<file path="config.mk">
export PLATFORM = sky130hd
export DESIGN_NAME = jk_counter_reg
export DESIGN_NICKNAME = d
export VERILOG_FILES = /design/src/rtl/jk_pkg.sv /design/src/rtl/jkff_cell.sv /design/src/rtl/jk_counter_reg.sv
export SDC_FILE = /design/constraint.sdc
export NUM_CORES = 1
export LEC_CHECK = 0
export CORE_MARGIN = 4
export CORE_UTILIZATION = 38
export DETAILED_ROUTE_END_ITERATION = 7
export GPL_ROUTABILITY_DRIVEN = 0
export PLACE_DENSITY = 0.74
export SLEW_MARGIN = 0
export SYNTH_ARGS = -nofsm -noshare
export SYNTH_HDL_FRONTEND = slang
export SYNTH_SLANG_ARGS = --single-unit
export TNS_END_PERCENT = 1
</file>
<file path="constraint.sdc">
create_clock -name clk -period 3.3 [get_ports clk]
set_input_delay 0.495 -clock clk [delete_from_list [all_inputs] [get_ports clk]]
set_output_delay 0.495 -clock clk [all_outputs]
set_load 0.005 [all_outputs]
</file>
<file path="src/rtl/jk_pkg.sv">
// Shared mode encodings for the JK counter register.
package jk_pkg;

    localparam int MODE_W = 2;

    typedef enum logic [MODE_W-1:0] {
        JK         = 2'b00,
        LOAD       = 2'b01,
        COUNT_UP   = 2'b10,
        COUNT_DOWN = 2'b11
    } mode_e;

endpackage : jk_pkg

</file>
<file path="src/rtl/jkff_cell.sv">
// Single JK flip-flop bit with asynchronous active-low reset to RST_BIT.
module jkff_cell #(
    parameter logic RST_BIT = 1'b0
) (
    input  logic clk,
    input  logic rst,
    input  logic j,
    input  logic k,
    output logic q
);

    logic q_q;
    logic q_d;

    // JK rule: 00 hold, 01 clear, 10 set, 11 toggle
    always_comb begin
        q_d = q_q;
        unique case ({j, k})
            2'b00: q_d = q_q;
            2'b01: q_d = 1'b0;
            2'b10: q_d = 1'b1;
            2'b11: q_d = ~q_q;
            default: q_d = q_q;
        endcase
    end

    // State register, reset wins immediately
    always_ff @(posedge clk or negedge rst) begin
        if (!rst) q_q <= RST_BIT;
        else      q_q <= q_d;
    end

    assign q = q_q;

endmodule : jkff_cell

</file>
<file path="src/rtl/jk_counter_reg.sv">
// WIDTH-bit register built from JK cells: per-bit JK, parallel load,
// up/down counting, combinational terminal count and a registered wrap pulse.
module jk_counter_reg
    import jk_pkg::*;
#(
    parameter int                 WIDTH   = 8,
    parameter logic [WIDTH-1:0]   RST_VAL = '0
) (
    input  logic              clk,
    input  logic              rst,
    input  logic              en,
    input  logic [MODE_W-1:0] mode,
    input  logic [WIDTH-1:0]  j,
    input  logic [WIDTH-1:0]  k,
    input  logic [WIDTH-1:0]  d,
    output logic [WIDTH-1:0]  q,
    output logic [WIDTH-1:0]  q_bar,
    output logic              tc,
    output logic              wrap
);

    logic [WIDTH-1:0] q_int;
    logic [WIDTH-1:0] ones_below;   // bit i: all lower bits of q are 1
    logic [WIDTH-1:0] zeros_below;  // bit i: all lower bits of q are 0
    logic [WIDTH-1:0] cell_j;
    logic [WIDTH-1:0] cell_k;
    logic             wrap_q;
    logic             wrap_d;
    mode_e            mode_s;

    assign mode_s = mode_e'(mode);

    // One JK cell per bit plus the carry/borrow prefix that gates toggling
    for (genvar i = 0; i < WIDTH; i++) begin : g_bit
        if (i == 0) begin : g_lsb
            assign ones_below[i]  = 1'b1;
            assign zeros_below[i] = 1'b1;
        end else begin : g_upper
            assign ones_below[i]  = &q_int[i-1:0];
            assign zeros_below[i] = ~|q_int[i-1:0];
        end

        jkff_cell #(
            .RST_BIT (RST_VAL[i])
        ) u_cell (
            .clk (clk),
            .rst (rst),
            .j   (cell_j[i]),
            .k   (cell_k[i]),
            .q   (q_int[i])
        );
    end

    // Per-bit J/K selection; en=0 drives J=K=0 so every cell holds
    always_comb begin
        cell_j = '0;
        cell_k = '0;
        if (en) begin
            unique case (mode_s)
                JK: begin
                    cell_j = j;
                    cell_k = k;
                end
                LOAD: begin
                    cell_j = d;
                    cell_k = ~d;
                end
                COUNT_UP: begin
                    cell_j = ones_below;
                    cell_k = ones_below;
                end
                COUNT_DOWN: begin
                    cell_j = zeros_below;
                    cell_k = zeros_below;
                end
                default: begin
                    cell_j = '0;
                    cell_k = '0;
                end
            endcase
        end
    end

    // Terminal count: the coming enabled edge rolls the counter over
    always_comb begin
        tc = 1'b0;
        if (en) begin
            if (mode_s == COUNT_UP   && (&q_int))  tc = 1'b1;
            if (mode_s == COUNT_DOWN && ~(|q_int)) tc = 1'b1;
        end
        wrap_d = tc;
    end

    // Wrap pulse is the terminal count delayed by one edge
    always_ff @(posedge clk or negedge rst) begin
        if (!rst) wrap_q <= 1'b0;
        else      wrap_q <= wrap_d;
    end

    assign q     = q_int;
    assign q_bar = ~q_int;
    assign wrap  = wrap_q;

endmodule : jk_counter_reg
</file>
After elaboration in Yosys (flattened, before gate mapping)
Index checks and enable logic that the tools add are counted.
- mux-type cells: 15
- equality and inequality tests: 27
- reductions and logical operators: 32
- bitwise gates (word level): 11
- operators with widths (cell ; number):
    $pmux 8 s4 ; 2
    $eq 2x2->1 const B ; 18
    $pmux 1 s3 ; 8
    $eq 2x1->1 const B ; 9
    $logic_not 2->1 ; 9
    $mux 8 ; 2
    $not 8->8 ; 2
    $not 1->1 ; 9
    $reduce_and 8->1 ; 1
    $reduce_or 8->1 ; 1
    $logic_not 1->1 ; 7
    $reduce_and 7->1 ; 1
    $reduce_or 7->1 ; 1
    $reduce_and 6->1 ; 1
    $reduce_or 6->1 ; 1
    $reduce_and 5->1 ; 1
    $reduce_or 5->1 ; 1
    $reduce_and 4->1 ; 1
    $reduce_or 4->1 ; 1
    $mux 1 ; 3
    $reduce_and 3->1 ; 1
    $reduce_or 3->1 ; 1
    $logic_and 1x1->1 ; 2
    $reduce_and 2->1 ; 1
    $reduce_or 2->1 ; 1
- register bits after elaboration: 9
- input port bits: 29
- logic and storage cells: 94
- output and inout bits: 18

Logic depth before layout (Yosys ltp)
- depth in word-level cells: 6
- depth in mapped cells: 6
- mapped depth without buffers: 4

Cells and area by module
Synthesis repeated with hierarchy kept, for this count alone.
- cell total of the unflattened synthesis: 116
- area total of the unflattened synthesis: 803.3 sq um
- by module, submodules not included (module ; area an instance (sq um) ; times used ; cells an instance ; sequential area each (sq um)):
    jk_counter_reg ; 533.0 ; 1 ; 92 ; 25.0
    jkff_cell ; 33.8 ; 8 ; 3 ; 25.0

Worst setup path after synthesis
Ideal clock, no wire load.
- path type: reg2out
- start point: register g_bit[1].u_cell.q_q
- end point: output tc
- data required time: 2805 ps
- cell stages (with the launch flop): 6
- setup slack: 1428 ps
- data arrival time: 1377 ps
- path buffers: 1
- cell sequence: dfrtp_1 buf_6 nand4bb_4 nor4_2 and3_1 o21a_1
- cells in the longest elaborated chain, start to end: 5
- elaborated cells on any way between the ends: 8
- those cells by class: mux: 3; bitwise: 1; reduce/logical: 4
- ends and longest elaborated chain (element ; RTL line ; text):
    from (decl) ; jkff_cell.sv:12 ; logic q_q;
    from (signal assigned) ; jkff_cell.sv:30 ; else q_q <= q_d;
    $reduce_and 8->1 or $reduce_or 8->1 (tied branches) ; jk_counter_reg.sv:88, jk_counter_reg.sv:89 ;
    $logic_and 1x1->1 or $not 1->1 (tied branches) ; jk_counter_reg.sv:88, jk_counter_reg.sv:89 ;
    $mux 1 or $logic_and 1x1->1 (tied branches) ; jk_counter_reg.sv:88, jk_counter_reg.sv:89 ;
    $mux 1 (*) ; jk_counter_reg.sv:89 ; if (mode_s == COUNT_DOWN && ~(|q_int)) tc = 1'b1;
    $mux 1 (*) ; jk_counter_reg.sv:87 ; if (en) begin
    to (decl) ; jk_counter_reg.sv:18 ; output logic tc,
Mark *: on every way between the ends. The rest lies on a longest branch, timed or not.

Worst setup path in the final report
- start point: input mode[1]
- end point: output tc
- cells in the longest elaborated chain, start to end: 5
- elaborated cells on any way between the ends: 7
- those cells by class: eq/ne: 2; mux: 3; reduce/logical: 2
- ends and longest elaborated chain (element ; RTL line ; text):
    from (decl) ; jk_counter_reg.sv:12 ; input logic [MODE_W-1:0] mode,
    $eq 2x2->1 ; jk_counter_reg.sv:88 ; if (mode_s == COUNT_UP && (&q_int)) tc = 1'b1;
    $logic_and 1x1->1 ; jk_counter_reg.sv:88 ;
    $mux 1 ; jk_counter_reg.sv:88 ;
    $mux 1 (*) ; jk_counter_reg.sv:89 ;
    $mux 1 (*) ; jk_counter_reg.sv:87 ;
Marked as above.

==> results.cfg <==
[synth]
synthesis.area_per_instance_um2 = 8.21
synth_top_cells_by_area = sky130_fd_sc_hd__dfrtp_1 (25%), sky130_fd_sc_hd__buf_4 (8.2%), sky130_fd_sc_hd__a21oi_1 (5.5%)
syn-instance-count = 111
ys_top_cells_by_count = sky130_fd_sc_hd__inv_1 (11), sky130_fd_sc_hd__a21oi_1 (10), sky130_fd_sc_hd__buf_4 (10), sky130_fd_sc_hd__dfrtp_1 (9), sky130_fd_sc_hd__nor2_1 (6)
synth_largest_area_cell = sky130_fd_sc_hd__dfrtp_1
synth-edff-count = 0
netlist_area_um2 = 911
synth_top_flop_cell = sky130_fd_sc_hd__dfrtp_1
yosys.cell_types.count = 41
ys_warn_count = 0
postSynth.asyncResetShare = 1.00
post-synth-top-count-cell = sky130_fd_sc_hd__inv_1
synth.yosys.seq_area_share = 0.247
mappedNetlistNets = 140
total_of_flip_flops_plus_latches_after_synthesis = 9
synth_top_area_share = 0.247

[floorplanning]
initial_core_util = 0.404
area_of_the_die_mm2 = 0.00324
core_area_mm2 = 0.00225
die_h_um = 57.0
ioPinCount = 47
rows = 17
floorplan.die.width_um = 57.0

[critical_path]
gate_family_responsible_for_the_most_delay_along_the_worst_path = buffers and inverters
worstSetupPathType = in -> out
critical_path_arrival_ns = 2.52
critPathLaunchType = primary input
worst_path_most_repeated_cell = sky130_fd_sc_hd__clkdlybuf4s50_1
setup.worst_path.end_class = output pin
critical_path_peak_fanout = 6
critical_path.n_buffers_inverters = 2
cp_slowest_cell = sky130_fd_sc_hd__clkdlybuf4s50_1
crit_required_ns = 2.80
cp_cell_sequence = clkdlybuf4s50_1 > nand4bb_4 > nor4_2 > and3_1 > o21a_1 > clkdlybuf4s50_1
cpPeakStageDelay_ns = 0.62

[min_path]
worstHoldPathType = in -> async

[global_routing]
grt_first_pass_wirelength_um = 4260
grt_start_max_net_pins = 21
global_route.overflow_total = 0
initial_antenna_violation_count = 0
vias_in_the_first_global_route = 898
grt_use_total = 0.167

[clocking]
cts_tree = built
cts.htree.levels = 1
cts_post_setup_buffers_inserted = 0
ctsResizeCount = 0
cts_buffers = 3
cts-hold-fix-buffers = 0
clk_pin_slew_ns = 0.07
tritoncts_num_sinks = 9
cts.path.max_buffers = 2
buffer_type_at_the_clock_tree_root = sky130_fd_sc_hd__clkbuf_4
clock_latency_ns = 0.26

[sta]
setup-violations-final = 0
final_report_max_slew_violation_count = 0
relSlewSlack = 0.689
post_route_clock_skew_ns = 0.00878
final.period_utilization = 0.913
clock.fmax_mhz = 332
hold_viol_final = 0
min_period_ns = 3.01
setup-tns-final_ns = 0
setup_ws_ns = 0.287
worst_slew_pin_slew_ns = 0.465
rsz0062_at_grt = false

[power_and_ir_drop]
seq_power_share = 0.323
clock_network_power_share = 0.143
vdd.ir_drop.worst_mv = 0.258
internal_power_uw = 392
power.static_leakage_uw = 0.000553
netSwitchingFraction = 0.361
power.density_cell_area_mw_per_mm2 = 455
pwr-share-comb = 0.534
p_sw_uw = 221

[routing]
routedWlPerCell_um = 14.8
drc = 0
wirelength_um = 2610
detail_route.iter0.violations = 20
vias = 963
vias_per_cell = 5.47
drt_first_pass_iters = 5
ant_nets = 0

[finish]
antenna_cells = 0
fill_cells = 213
final_layout_size_suffix_gt1_frac = 0.0946
syn2layout_area_growth_pct = 47.9
num-nets-final = 178

[place]
dp_worst_setup_slack_ns = 0.281
dpl.hpwl_um = 2030
buffer_ports.inserted = 46

[run]
max_cap_violations = 0

[outcome]
status = completed
## stage by stage
step	hold slack, ns	instances	area, µm²	utilization	total power, µW
6_report	0.547	176	1350	0.598	613
5_1_grt	0.578	176	1350	0.598	660
4_1_cts	0.556	176	1350	0.598	622
3_5_place_dp	0.634	172	1320	0.586	531
3_3_place_gp	0.620	172	1320	0.586	518
2_1_floorplan	0.199	111	911	-	385
## cells by family (layout without fill, tap and decap cells)
kind of cell    after synthesis  count (layout)  synth area share
simple gates                 27              27             0.194
xor+xnor                      1               1           0.00962
compound gates               41              41             0.319
buf+inv                      27              64             0.163
mux                           6               6            0.0673
flops                         9               9             0.247
## power groups by stage
stage | registers, µW | clock network [µW] | logic [µW]
global route | 207 | 96.9 | 357
detailed placement | 201 | 0 | 330
finish | 198 | 87.7 | 327
floorplan | 174 | 0 | 211
CTS | 199 | 91.4 | 332
global placement | 196 | 0 | 323
## worst register-to-register path, cell delays in order, from the launching register on
cell	delay [ns]
sky130_fd_sc_hd__dfrtp_1	0.48
sky130_fd_sc_hd__nand4bb_4	0.31
sky130_fd_sc_hd__nor4_2	0.40
sky130_fd_sc_hd__a211oi_1	0.16
sky130_fd_sc_hd__mux2i_1	0.15
## registers in the layout (all words and copies together) (netlist names)
name	flops
g_bit.u_cell.q	8
wrap	1
## layout by cell type (no fill, tap or decap), drive strengths merged, types with 2 or more instances in the layout
cell,n
nor3,2
and3,2
clkdlybuf4s50,46
o21ai,5
nand2,3
o221ai,2
clkbuf,4
nor2,6
nor4,2
or2,3
o211ai,4
a21oi,10
inv,11
mux2i,5
o22ai,2
o2111ai,2
dfrtp,9
buf,3
a211oi,3
nor2b,3
o21a,5
## layer usage
metal  up-vias  routed length (µm)  GRT usage
met5         -                   0          0
met4         0                  22     0.0298
met3         2                 172     0.0520
met2        35                1330      0.284
met1       450                1090      0.209
li1        476                   -          -
## worst paths after layout
kind,depth (start not counted),slack [ns],endpoint,start
worst max register to register,4,1.68,g_bit[7].u_cell.q$_DFFE_PN0P_,g_bit[1].u_cell.q$_DFFE_PN0P_
worst min-delay path,1,0.55,g_bit[3].u_cell.q$_DFFE_PN0P_,rst
worst min register to register,2,0.63,g_bit[6].u_cell.q$_DFFE_PN0P_,g_bit[6].u_cell.q$_DFFE_PN0P_
worst max-delay path,6,0.29,tc,mode[1]
min in group clk,2,0.63,g_bit[6].u_cell.q$_DFFE_PN0P_,g_bit[6].u_cell.q$_DFFE_PN0P_
max in group asynchronous,1,2.42,g_bit[5].u_cell.q$_DFFE_PN0P_,rst
## layout make-up
cell class	instances	area, µm²	area share
clock buffers	4	26.3	0.0195
inverters	11	41.3	0.0306
repair buffers	49	483	0.358
well taps	28	35.0	0.0260
flip-flops and latches	9	225	0.167
multi-input cells	75	537	0.398
(Power assumes the default switching activity.)
